`src/rtl/control_ejecucion.sv`:
```
// -----------------------------------------------------------------------------
// control_ejecucion
//   Execution controller for the 5-stage MIPS pipeline. Runs the datapath in
//   continuous or single-step mode under debug-unit command, blocks fetch once
//   a HALT is decoded in ID, drains the in-flight instructions and then reports
//   completion. Keeps a saturating count of enabled (executed) cycles.
//
// Parameters
//   W_CICLOS        width of the enabled-cycle counter
//   ETAPAS_DRENADO  enabled cycles spent draining after HALT leaves ID (>= 1)
//
// Ports
//   i_clk             clock, all state changes on the rising edge
//   i_reset           synchronous active-high reset
//   i_start_continuo  pulse: start (IDLE) or switch (PASO) to continuous mode
//   i_start_paso      pulse: start step mode from IDLE
//   i_paso            pulse: advance one cycle in step mode
//   i_halt_ID         instruction in ID is a HALT
//   i_stall_ID        load-use stall, ID is holding
//   i_limpiar         return from TERMINADO to IDLE
//   o_enable          global pipeline enable
//   o_bloquear_fetch  hold PC and load NOP into IF/ID
//   o_terminado       program finished and drained
//   o_ciclos          enabled-cycle count (saturating)
//   o_estado          IDLE=0, CONTINUO=1, PASO=2, DRENANDO=3, TERMINADO=4
// -----------------------------------------------------------------------------
module control_ejecucion #(
  parameter int W_CICLOS       = 32,
  parameter int ETAPAS_DRENADO = 3
) (
  input  logic                i_clk,
  input  logic                i_reset,
  input  logic                i_start_continuo,
  input  logic                i_start_paso,
  input  logic                i_paso,
  input  logic                i_halt_ID,
  input  logic                i_stall_ID,
  input  logic                i_limpiar,
  output logic                o_enable,
  output logic                o_bloquear_fetch,
  output logic                o_terminado,
  output logic [W_CICLOS-1:0] o_ciclos,
  output logic [2:0]          o_estado
);

  localparam int W_DRENADO = $clog2(ETAPAS_DRENADO + 1);
  localparam logic [W_DRENADO-1:0] DRENADO_INI = W_DRENADO'(ETAPAS_DRENADO);
  localparam logic [W_DRENADO-1:0] DRENADO_UNO = W_DRENADO'(1);

  typedef enum logic [2:0] {
    IDLE      = 3'd0,
    CONTINUO  = 3'd1,
    PASO      = 3'd2,
    DRENANDO  = 3'd3,
    TERMINADO = 3'd4
  } estado_t;

  estado_t               estado_reg;
  logic                  continuo_reg;
  logic [W_DRENADO-1:0]  drenado_reg;
  logic [W_CICLOS-1:0]   ciclos_reg;

  // A HALT only counts once ID actually hands it on, i.e. not while stalled.
  logic halt_valido;
  logic ciclos_sat;

  assign halt_valido = i_halt_ID & ~i_stall_ID;
  assign ciclos_sat  = &ciclos_reg;

  always_comb begin
    o_enable         = 1'b0;
    o_bloquear_fetch = 1'b0;
    case (estado_reg)
      CONTINUO: begin
        o_enable         = 1'b1;
        o_bloquear_fetch = halt_valido;
      end
      PASO: begin
        o_enable         = i_paso;
        o_bloquear_fetch = halt_valido;
      end
      DRENANDO: begin
        // Draining follows the mode that reached the HALT.
        o_enable         = continuo_reg | i_paso;
        o_bloquear_fetch = 1'b1;
      end
      TERMINADO: begin
        o_bloquear_fetch = 1'b1;
      end
      default: begin
        o_enable         = 1'b0;
        o_bloquear_fetch = 1'b0;
      end
    endcase
  end

  always_ff @(posedge i_clk) begin
    if (i_reset) begin
      estado_reg   <= IDLE;
      continuo_reg <= 1'b0;
      drenado_reg  <= '0;
      ciclos_reg   <= '0;
    end else begin
      // Enable is only ever high outside IDLE/TERMINADO, so the counter
      // holds there without extra qualification.
      if (o_enable && !ciclos_sat) begin
        ciclos_reg <= ciclos_reg + W_CICLOS'(1);
      end

      case (estado_reg)
        IDLE: begin
          if (i_start_continuo) begin
            estado_reg   <= CONTINUO;
            continuo_reg <= 1'b1;
            ciclos_reg   <= '0;
          end else if (i_start_paso) begin
            estado_reg   <= PASO;
            continuo_reg <= 1'b0;
            ciclos_reg   <= '0;
          end
        end

        CONTINUO: begin
          if (halt_valido) begin
            estado_reg  <= DRENANDO;
            drenado_reg <= DRENADO_INI;
          end
        end

        PASO: begin
          // A HALT advancing on this step takes precedence over a mode switch:
          // the HALT has already left ID, so draining must start now.
          if (i_paso && halt_valido) begin
            estado_reg  <= DRENANDO;
            drenado_reg <= DRENADO_INI;
          end else if (i_start_continuo) begin
            estado_reg   <= CONTINUO;
            continuo_reg <= 1'b1;
          end
        end

        DRENANDO: begin
          if (o_enable) begin
            drenado_reg <= drenado_reg - DRENADO_UNO;
            if (drenado_reg == DRENADO_UNO) begin
              estado_reg <= TERMINADO;
            end
          end
        end

        TERMINADO: begin
          if (i_limpiar) begin
            estado_reg <= IDLE;
          end
        end

        default: begin
          estado_reg <= IDLE;
        end
      endcase
    end
  end

  assign o_terminado = (estado_reg == TERMINADO);
  assign o_estado    = estado_reg;
  assign o_ciclos    = ciclos_reg;

endmodule

```
`config.mk`:
```
export PLATFORM = sky130hd
export DESIGN_NAME = control_ejecucion
export DESIGN_NICKNAME = d
export VERILOG_FILES = /design/src/rtl/control_ejecucion.sv
export SDC_FILE = /design/constraint.sdc
export NUM_CORES = 1
export LEC_CHECK = 0
export CORE_ASPECT_RATIO = 0.5
export CORE_MARGIN = 10
export CORE_UTILIZATION = 54
export CTS_CLUSTER_DIAMETER = 150
export CTS_CLUSTER_SIZE = 10
export DETAILED_ROUTE_END_ITERATION = 6
export GPL_TIMING_DRIVEN = 0
export PLACE_DENSITY = 0.84
export SYNTH_ARGS = -nofsm -noshare
export SYNTH_HDL_FRONTEND = slang
export SYNTH_SLANG_ARGS = --single-unit
```
`constraint.sdc`:
```
create_clock -name i_clk -period 5.1 [get_ports i_clk]
set_input_delay 1.53 -clock i_clk [delete_from_list [all_inputs] [get_ports i_clk]]
set_output_delay 1.53 -clock i_clk [all_outputs]
set_load 0.03 [all_outputs]
```
==> results of run 1 <==
power breakdown:
group	internal [mW]	switching, mW	leakage [nW]	total [mW]
clock	0.109	0.112	0.0482	0.221
sequential	0.307	0.0119	0.307	0.319
combinational	0.0621	0.109	0.512	0.171
total	0.478	0.233	0.867	0.711
layout make-up:
| class | count | area, sq um |
|---|---|---|
| repair buffers | 44 | 439 |
| plain buffers | 16 | 81.3 |
| well taps | 51 | 63.8 |
| multi-input cells | 205 | 1240 |
| fillers | 306 | 892 |
| clock inverters | 1 | 5.00 |
| clock buffers | 7 | 86.3 |
| inverters | 8 | 30.0 |
| flip-flops and latches | 38 | 761 |
cell usage in the layout, fill, tap and decap left out, types with 3 or more instances in the layout:
| cell | instances |
|---|---|
| nor3b_1 | 3 |
| buf_2 | 4 |
| nand2b_1 | 3 |
| or2_2 | 3 |
| nand3_1 | 15 |
| clkbuf_1 | 8 |
| nor2_1 | 10 |
| nand2_1 | 21 |
| clkbuf_8 | 6 |
| nor3_1 | 6 |
| a211oi_1 | 3 |
| inv_1 | 8 |
| nand4_1 | 10 |
| and4_1 | 3 |
| and3_1 | 6 |
| clkdlybuf4s50_1 | 43 |
| o21ai_0 | 14 |
| nor2b_1 | 3 |
| or4_1 | 14 |
| or3_1 | 15 |
| dfxtp_1 | 38 |
| a21oi_1 | 32 |
| o31ai_1 | 12 |
logic make-up (layout without fill, tap and decap cells):
family / Yosys count / after routing
buffers and inverters: 24 / 76
multiplexers: 2 / 2
adder cells (fa/ha/maj): 3 / 3
AND/OR/NAND/NOR: 121 / 121
AO/OA/AOI/OAI: 79 / 79
flip-flops: 38 / 38
metrics by stage:
step           TNS (ns)  setup WS [ns]  instances  power, mW
6_report              0          0.247        370      0.711
5_1_grt               0          0.139        370      0.747
4_1_cts               0          0.257        370      0.711
2_1_floorplan         0           1.23        267      0.440
3_3_place_gp    -0.0456        -0.0456        362      0.494
3_5_place_dp    -0.0476        -0.0476        362      0.497
worst paths after layout:
kind                  endpoint  slack (ns)
setup / recovery      o_enable        0.25
setup reg to reg  o_ciclos[19]        2.79
hold reg to reg   continuo_reg        0.48
hold / removal    continuo_reg        0.48
layer usage:
layer	routed length, um	track usage, %	up-vias
met5	0	0	-
met4	78	5.23	0
met3	454	5.20	10
met2	2910	28.2	87
met1	2530	20.3	1073
li1	-	-	1124
critical path, cell delays in order:
cell	delay (ns)
clkdlybuf4s50_1	0.53
nand2_1	0.10
a2bb2oi_2	0.20
inv_1	0.15
clkbuf_1	0.35
dlygate4sd2_1	0.46
cells in the mapped netlist, types with 2 or more instances:
cell type	n	area [sq um]
a211oi_1	3	22.5
or3_1	15	93.8
nor2_1	10	37.5
inv_1	8	30.0
or2_2	3	18.8
ha_1	2	25.0
nor2b_1	3	18.8
buf_2	4	20.0
dfxtp_1	38	761
o21ai_0	14	70.1
nand2b_1	3	18.8
and3_1	6	37.5
nand3_1	15	75.1
or4_1	14	105
and4_1	3	26.3
nand4_1	10	62.6
a21oi_1	32	160
o31ai_1	12	90.1
o311ai_0	2	17.5
buf_4	2	15.0
nor3b_1	3	22.5
o211ai_1	2	15.0
a31o_2	2	17.5
clkbuf_1	7	26.3
nand2_1	21	78.8
and2_0	2	12.5
and2_1	2	12.5
nor3_1	6	30.0
==> reports/metrics.csv, run 1 <==
metric,value,unit
status,finished clean,
synth_top_family_by_area,simple AND/OR/NAND/NOR gates,
synth-compound-area-share,23.5,%
clock-skew-final,0.00460,ns
drive_gt1_share,7.84,%
maxSlewViolCount,0,
first_pass_iters,5,
synth_xor_area_share,0,%
yosys_register_bits,38,
cts_tree,done,
antenna_found_initial,0,
holdPathStages,2,
min_path_type,reg -> reg,
syn_nets,277,
place_congestion,0.864,
critPathLaunchType,input pin,
cts_root_buffer,clkbuf_8,
muxShareOfSynthArea,1.00,%
hpwl,4.42,mm
post_cts_resized,1,
grt_pass1_wl,9.77,mm
grt_max_degree,12,
post_dp_cell_area,2620,sq um
clock_sinks,38,
cts_hold_buf,0,
die_x,109,um
vias_per_cell,6.20,
cts_buffers,5,
layout.nets,328,
worstSetupPathType,in -> out,
tightest_slew,0.624,ns
ant_nets,0,
critPathCaptureType,output pin,
irDropWorstVdd,0.201,mV
min_from,continuo_reg,
fin_crit_sh,95.2,%
port_buffers,44,
setup-violations-final,0,
cp.arrival,3.32,ns
core_area,3600,sq um
post_cts_buffers,0,
largest_reg_flops,32,
grtUsageTotal,16.9,%
period_needed,4.85,ns
dieArea,6980,sq um
p_per_area,262,nW/um^2
grt_pass1_vias,2063,
leakagePower,0.867,nW
synthCells,267,
relSlewSlack,58.4,%
synthArstFlopShare,0,%
diodes,0,
syn_to_final_growth,28.1,%
netlist_area,2120,sq um
ys_seq_area_share,35.9,%
initial_core_util,58.7,%
yosys_most_used_dff,dfxtp_1,
yosys_warnings,0,
synth_edf_count,0,
wl_per_cell,16.2,um
yosysUniqueCellTypes,51,
die_h,64.3,um
utilization,75.2,%
drt-total-wl,5.98,mm
vias,2294,
grt_setup_unrepaired,no,
worstPathMaxFanout,10,
grt_overflow,0,
cp-startpoint,i_paso,
fmax,206,MHz
cts-root-to-sink-buffers,2,
cap_viol_max_count,0,
syn_avg_cell_area,7.93,sq um
hold_viol,0,
drc,0,
crit_required,3.57,ns
io_pins,46,
synthAdderAreaFrac,1.65,%
r2r_start,o_ciclos[0],
clk_pin_slew,0.07,ns
htreeDepth,2,
reg2reg_depth,8,
hold_slack,0.478,ns
yosys.area_share.simple,32.7,%
drtIter0Drc,131,
final_cell_area,2710,sq um
rows,15,
clk-insertion-delay-late,0.30,ns
No activity file was read; power rests on OpenSTA's default activity.
==> run 2, diff against run 1 <==
--- a/config.mk
+++ b/config.mk
@@ -13,6 +13,7 @@
 export DETAILED_ROUTE_END_ITERATION = 6
 export GPL_TIMING_DRIVEN = 0
 export PLACE_DENSITY = 0.84
+export SKIP_CTS_REPAIR_TIMING = 1
 export SYNTH_ARGS = -nofsm -noshare
 export SYNTH_HDL_FRONTEND = slang
 export SYNTH_SLANG_ARGS = --single-unit
==> run 2 against run 1 <==
Global-route usage unchanged. Sequential power hardly changed. Power up 0.17%. Maximum frequency grew 0.98%. Clock skew down 0.00056 ns. Flip-flop and latch count did not move. Worst hold slack is essentially flat. Count of clock-buffer cells in the layout is the same. Via count about the same. Combinational power is essentially flat. Worst setup slack improved by 0.047 ns. Critical path depth stayed put. Critical endpoint is now o_bloquear_fetch.
==> reports/metrics.csv, run 2 (synthesized netlist as in run 1, its figures left out) <==
metric,value,unit,change
hold_viol,0,,unchanged
cts_root_buffer,clkbuf_8,,
status,finished clean,,
clock_sinks,38,,unchanged
power_frac_seq,44.8,%,about the same
post_dp_cell_area,2620,sq um,unchanged
leakagePower,0.877,nW,+1.1%
fmax,208,MHz,+0.98%
worst_path_largest_cell_delay,0.67,ns,+0.14 ns
cp.arrival,3.28,ns,-0.04 ns
ant_nets,0,,unchanged
power_frac_clock,31.0,%,about the same
first_pass_iters,4,,-1
crit_required,3.57,ns,about the same
maxSlewViolCount,0,,unchanged
layout_common_cells,"43 x clkdlybuf4s50_1, 38 x dfxtp_1, 32 x a21oi_1, 21 x nand2_1",,
critPathLaunchType,input pin,,
cap_viol_max_count,0,,unchanged
vias_per_cell,6.20,,about the same
grt_pass1_wl,9.77,mm,unchanged
clk_pin_slew,0.07,ns,about the same
setup-violations-final,0,,unchanged
hpwl,4.42,mm,unchanged
dieArea,6980,sq um,unchanged
wl_per_cell,16.2,um,+0.22%
internal_power,0.480,mW,+0.31%
drive_gt1_share,7.84,%,unchanged
cp.depth,6,,unchanged
cts-root-to-sink-buffers,2,,unchanged
die_h,64.3,um,unchanged
tightest_slew,0.643,ns,+0.0189 ns
swShare,32.6,%,-0.088 points
worstPathMaxFanout,4,,-6
clk-insertion-delay-late,0.30,ns,about the same
dp_slack,-0.0476,ns,unchanged
largest_reg_flops,32,,unchanged
finalPower,0.712,mW,+0.17%
reg2reg_depth,8,,unchanged
syn_to_final_growth,28.3,%,
critPathCaptureType,output pin,,
grt_max_degree,12,,unchanged
critPathTopFamily,buffers and inverters,,
holdPathStages,2,,unchanged
io_pins,46,,unchanged
antenna_found_initial,0,,unchanged
vias,2293,,-0.044%
drtIter0Drc,104,,-21%
cp_cell_sequence,"clkdlybuf4s50_1, nor2b_1, maj3_1, nand2_1, nand2_1, clkdlybuf4s50_1",,
drt-total-wl,5.99,mm,+0.22%
postLayoutSetupSlackWorst,0.294,ns,+0.0472 ns
layout.nets,328,,unchanged
period_needed,4.81,ns,-0.0472 ns
hold_slack,0.478,ns,+0.000126 ns
critPathBufInv,2,,-2
initial_core_util,58.7,%,unchanged
critPathSlowestCell,clkdlybuf4s50_1,,
layout_commonest_cell,clkdlybuf4s50_1,,
clock-skew-final,0.00404,ns,-0.000557 ns
dp_cells,362,,unchanged
fin_crit_sh,94.2,%,-0.92 points
htreeDepth,2,,unchanged
worstSetupPathType,in -> out,,
cts_tree,done,,
power_switching,0.232,mW,about the same
core_area,3600,sq um,unchanged
relSlewSlack,57.2,%,-1.3 points
port_buffers,44,,unchanged
place_congestion,0.864,,unchanged
min_path_type,reg -> reg,,
combPwrFrac,24.2,%,+0.2 points
irDropWorstVdd,0.203,mV,+1.0%
final_cell_area,2720,sq um,+0.14%
grt_overflow,0,,unchanged
die_x,109,um,unchanged
cts_buffers,5,,unchanged
rows,15,,unchanged
p_per_area,262,nW/um^2,about the same
grt_setup_unrepaired,no,,
grtUsageTotal,16.9,%,unchanged
final_cells,370,,unchanged
grt_pass1_vias,2063,,unchanged
diodes,0,,unchanged
drc,0,,unchanged
==> run 2: cell types whose count changed in the layout (fill, tap and decap cells not counted) <==
cell and delta:
dlygate4sd2_1 -1, dlymetal6s2s_1 +1
==> run 2: final timing paths <==
check / start / to / slack, ns
max: i_halt_ID / o_bloquear_fetch / 0.29
min: continuo_reg / continuo_reg / 0.48
max reg2reg: o_ciclos[0] / o_ciclos[19] / 2.80
min reg2reg: continuo_reg / continuo_reg / 0.48
==> run 2: per-layer routing <==
metal	vias to the layer above	global-route usage (%)	share of wire, %
met5	-	0	0
met4	0	5.23	1.3
met3	8	5.20	7.0
met2	74	28.2	49
met1	1085	20.3	43
li1	1126	-	-
==> run 2: final cells by class <==
cell class              instances  area, sq um
plain buffers                  16         81.3
clock buffers                   7         86.3
clock inverters                 1         5.00
fillers                       304          888
inverters                       8         30.0
multi-input cells             205         1240
flip-flops and latches         38          761
well taps                      51         63.8
repair buffers                 44          443
==> run 2: tightest hold or removal path: stages (launching register included) <==
cell and delay, ns:
dfxtp_1 0.32, nand2_1 0.06, a21oi_1 0.05
==> run 2: through the flow <==
step	util, %	setup TNS, ns
floorplan	-	0
global placement	72.7	-0.0456
detailed placement	72.7	-0.0476
CTS	75.3	-0.0460
global route	75.3	0
finish	75.3	0
==> run 2: power groups by stage <==
stage | clock network, mW | registers (mW) | logic [mW]
CTS | 0.222 | 0.319 | 0.172
detailed placement | 0 | 0.325 | 0.171
global placement | 0 | 0.325 | 0.169
global route | 0.239 | 0.321 | 0.188
finish | 0.221 | 0.319 | 0.173
floorplan | 0 | 0.336 | 0.104
==> run 3, diff against run 2 <==
--- a/config.mk
+++ b/config.mk
@@ -7,12 +7,13 @@
 export LEC_CHECK = 0
 export CORE_ASPECT_RATIO = 0.5
 export CORE_MARGIN = 10
-export CORE_UTILIZATION = 54
+export CORE_UTILIZATION = 40
 export CTS_CLUSTER_DIAMETER = 150
 export CTS_CLUSTER_SIZE = 10
 export DETAILED_ROUTE_END_ITERATION = 6
 export GPL_TIMING_DRIVEN = 0
-export PLACE_DENSITY = 0.84
+export PLACE_DENSITY = 0.65
+export REMOVE_ABC_BUFFERS = 1
 export SKIP_CTS_REPAIR_TIMING = 1
 export SYNTH_ARGS = -nofsm -noshare
 export SYNTH_HDL_FRONTEND = slang
==> run 3 against run 2 <==
Clock power grew 19%. Flip-flop and latch count is the same. Clock skew about the same. Core utilization fell by 21 points. Largest power group unchanged. First-iteration DRC count up 44%. Power rose by 8.7%. Maximum frequency decreased by 1.3%. Sequential power is 3% higher. Combinational power up 6%. Critical path type unchanged. Count of clock-buffer cells in the layout decreased by 1. Routed wire length fell by 3.2%. Worst hold slack is essentially flat.
==> reports/metrics.csv, run 3 (synthesized netlist as in run 1, its figures left out) <==
metric,value,unit,change
utilization,54.5,%,-21 points
irDropWorstVdd,0.196,mV,-3.1%
regToRegSetupSlack,2.34,ns,-0.46 ns
layout_commonest_cell,clkdlybuf4s50_1,,
syn_to_final_growth,29.4,%,
reg2reg_depth,6,,-2
fmax,205,MHz,-1.3%
relSlewSlack,22.9,%,-34 points
met3_usage,4.38,%,-0.82 points
fin_crit_sh,95.5,%,+1.3 points
p_per_area,283,nW/um^2,+7.7%
wl_per_cell,15.3,um,-5.3%
htreeDepth,2,,unchanged
largest_reg_flops,32,,unchanged
dieArea,8780,sq um,+26%
postLayoutSetupSlackWorst,0.229,ns,-0.0650 ns
diodes,0,,unchanged
drc,0,,unchanged
layout.nets,318,,-3.0%
hold_viol,0,,unchanged
tightest_slew,1.16,ns,+0.515 ns
drt-total-wl,5.80,mm,-3.2%
cts_tree,done,,
holdPathStages,2,,unchanged
status,finished clean,,
layout_common_cells,"45 x clkdlybuf4s50_1, 38 x dfxtp_1, 32 x a21oi_1, 21 x nand2_1",,
grt_overflow,0,,unchanged
min_path_type,reg -> reg,,
cts_buffers,5,,unchanged
die_h,71.4,um,+11%
io_pins,46,,unchanged
port_buffers,45,,+2.3%
ant_nets,0,,unchanged
grt_setup_unrepaired,no,,
worstSetupPathType,in -> out,,
gr-usage-met1,15.4,%,-4.8 points
r2r-end,o_ciclos[21],,
initial_core_util,42.2,%,-17 points
cp.arrival,3.34,ns,+0.06 ns
setup-violations-final,0,,unchanged
critPathCaptureType,output pin,,
drive_gt1_share,7.47,%,-0.37 points
min_from,continuo_reg,,
place_congestion,0.799,,-7.5%
worstPathMaxFanout,9,,+5
clk_pin_slew,0.07,ns,about the same
clk-insertion-delay-late,0.29,ns,about the same
cts_root_buffer,clkbuf_8,,
cts-root-to-sink-buffers,2,,unchanged
grt_busiest_layer,met2,,
vias,2209,,-3.7%
fin_tns_setup,0,ns,unchanged
leakagePower,0.849,nW,-3.2%
r2r_start,o_estado[1],,
final_cells,378,,+2.2%
vias_per_cell,5.84,,-5.7%
drtIter0Drc,150,,+44%
crit_required,3.57,ns,about the same
met2_usage,20.9,%,-7.3 points
grt_max_degree,43,,+31
grt_pass1_vias,1978,,-4.1%
dp_slack,0.136,ns,+0.183 ns
rows,18,,+3
critPathLaunchType,input pin,,
period_needed,4.87,ns,+0.0650 ns
first_pass_iters,5,,+1
dp_cells,366,,+1.1%
die_x,123,um,+13%
hold_end,continuo_reg,,
cap_viol_max_count,0,,unchanged
grt_pass1_wl,9.40,mm,-3.8%
hpwl,4.00,mm,-9.5%
maxSlewViolCount,0,,unchanged
antenna_found_initial,0,,unchanged
clock-skew-final,0.00432,ns,+0.000281 ns
clock_sinks,38,,unchanged
grtUsageTotal,12.6,%,-4.3 points
core_area,5020,sq um,+39%
==> run 3: worst max-delay path by stage <==
stage	cells after the start	slack (ns)	startpoint	endpoint
finish	5	0.23	i_paso	o_enable
floorplan	4	1.33	i_halt_ID	o_bloquear_fetch
detailed placement	5	0.14	i_paso	o_enable
CTS	5	0.13	i_paso	o_enable
global route	5	0.14	i_paso	o_enable
global placement	5	0.13	i_paso	o_enable
==> run 3: report_power, final <==
group / switching (mW) / leakage, nW / internal, mW
Combinational: 0.104 / 0.484 / 0.0791
Clock: 0.107 / 0.0573 / 0.157
Sequential: 0.0210 / 0.307 / 0.307
==> run 3: area by class of cell <==
| cell class | instances | area (sq um) |
|---|---|---|
| Clock buffer | 6 | 82.6 |
| Inverter | 8 | 33.8 |
| Sequential cell | 38 | 761 |
| Fill cell | 488 | 2280 |
| Multi-Input combinational cell | 205 | 1260 |
| Timing Repair Buffer | 50 | 488 |
| Clock inverter | 1 | 30.0 |
| Tap cell | 70 | 87.6 |
==> run 3: routing by layer <==
metal | wire [um] | share of wire (%)
met5 | 0 | 0
met4 | 44 | 0.76
met3 | 332 | 5.7
met2 | 2740 | 47
met1 | 2680 | 46
==> run 3: worst max-delay path, cell delays in order <==
cell	delay (ns)
clkdlybuf4s50_1	0.45
nand2_1	0.16
a2bb2oi_4	0.30
clkinvlp_4	0.25
clkdlybuf4s50_1	0.64
==> run 3: through the flow <==
stage	hold WS, ns	instance area, sq um	power [mW]
after floorplan	0.429	2040	0.433
after global placement	0.454	2570	0.488
after detailed placement	0.462	2570	0.489
after CTS	0.474	2690	0.753
after global routing	0.503	2740	0.812
final	0.479	2740	0.774
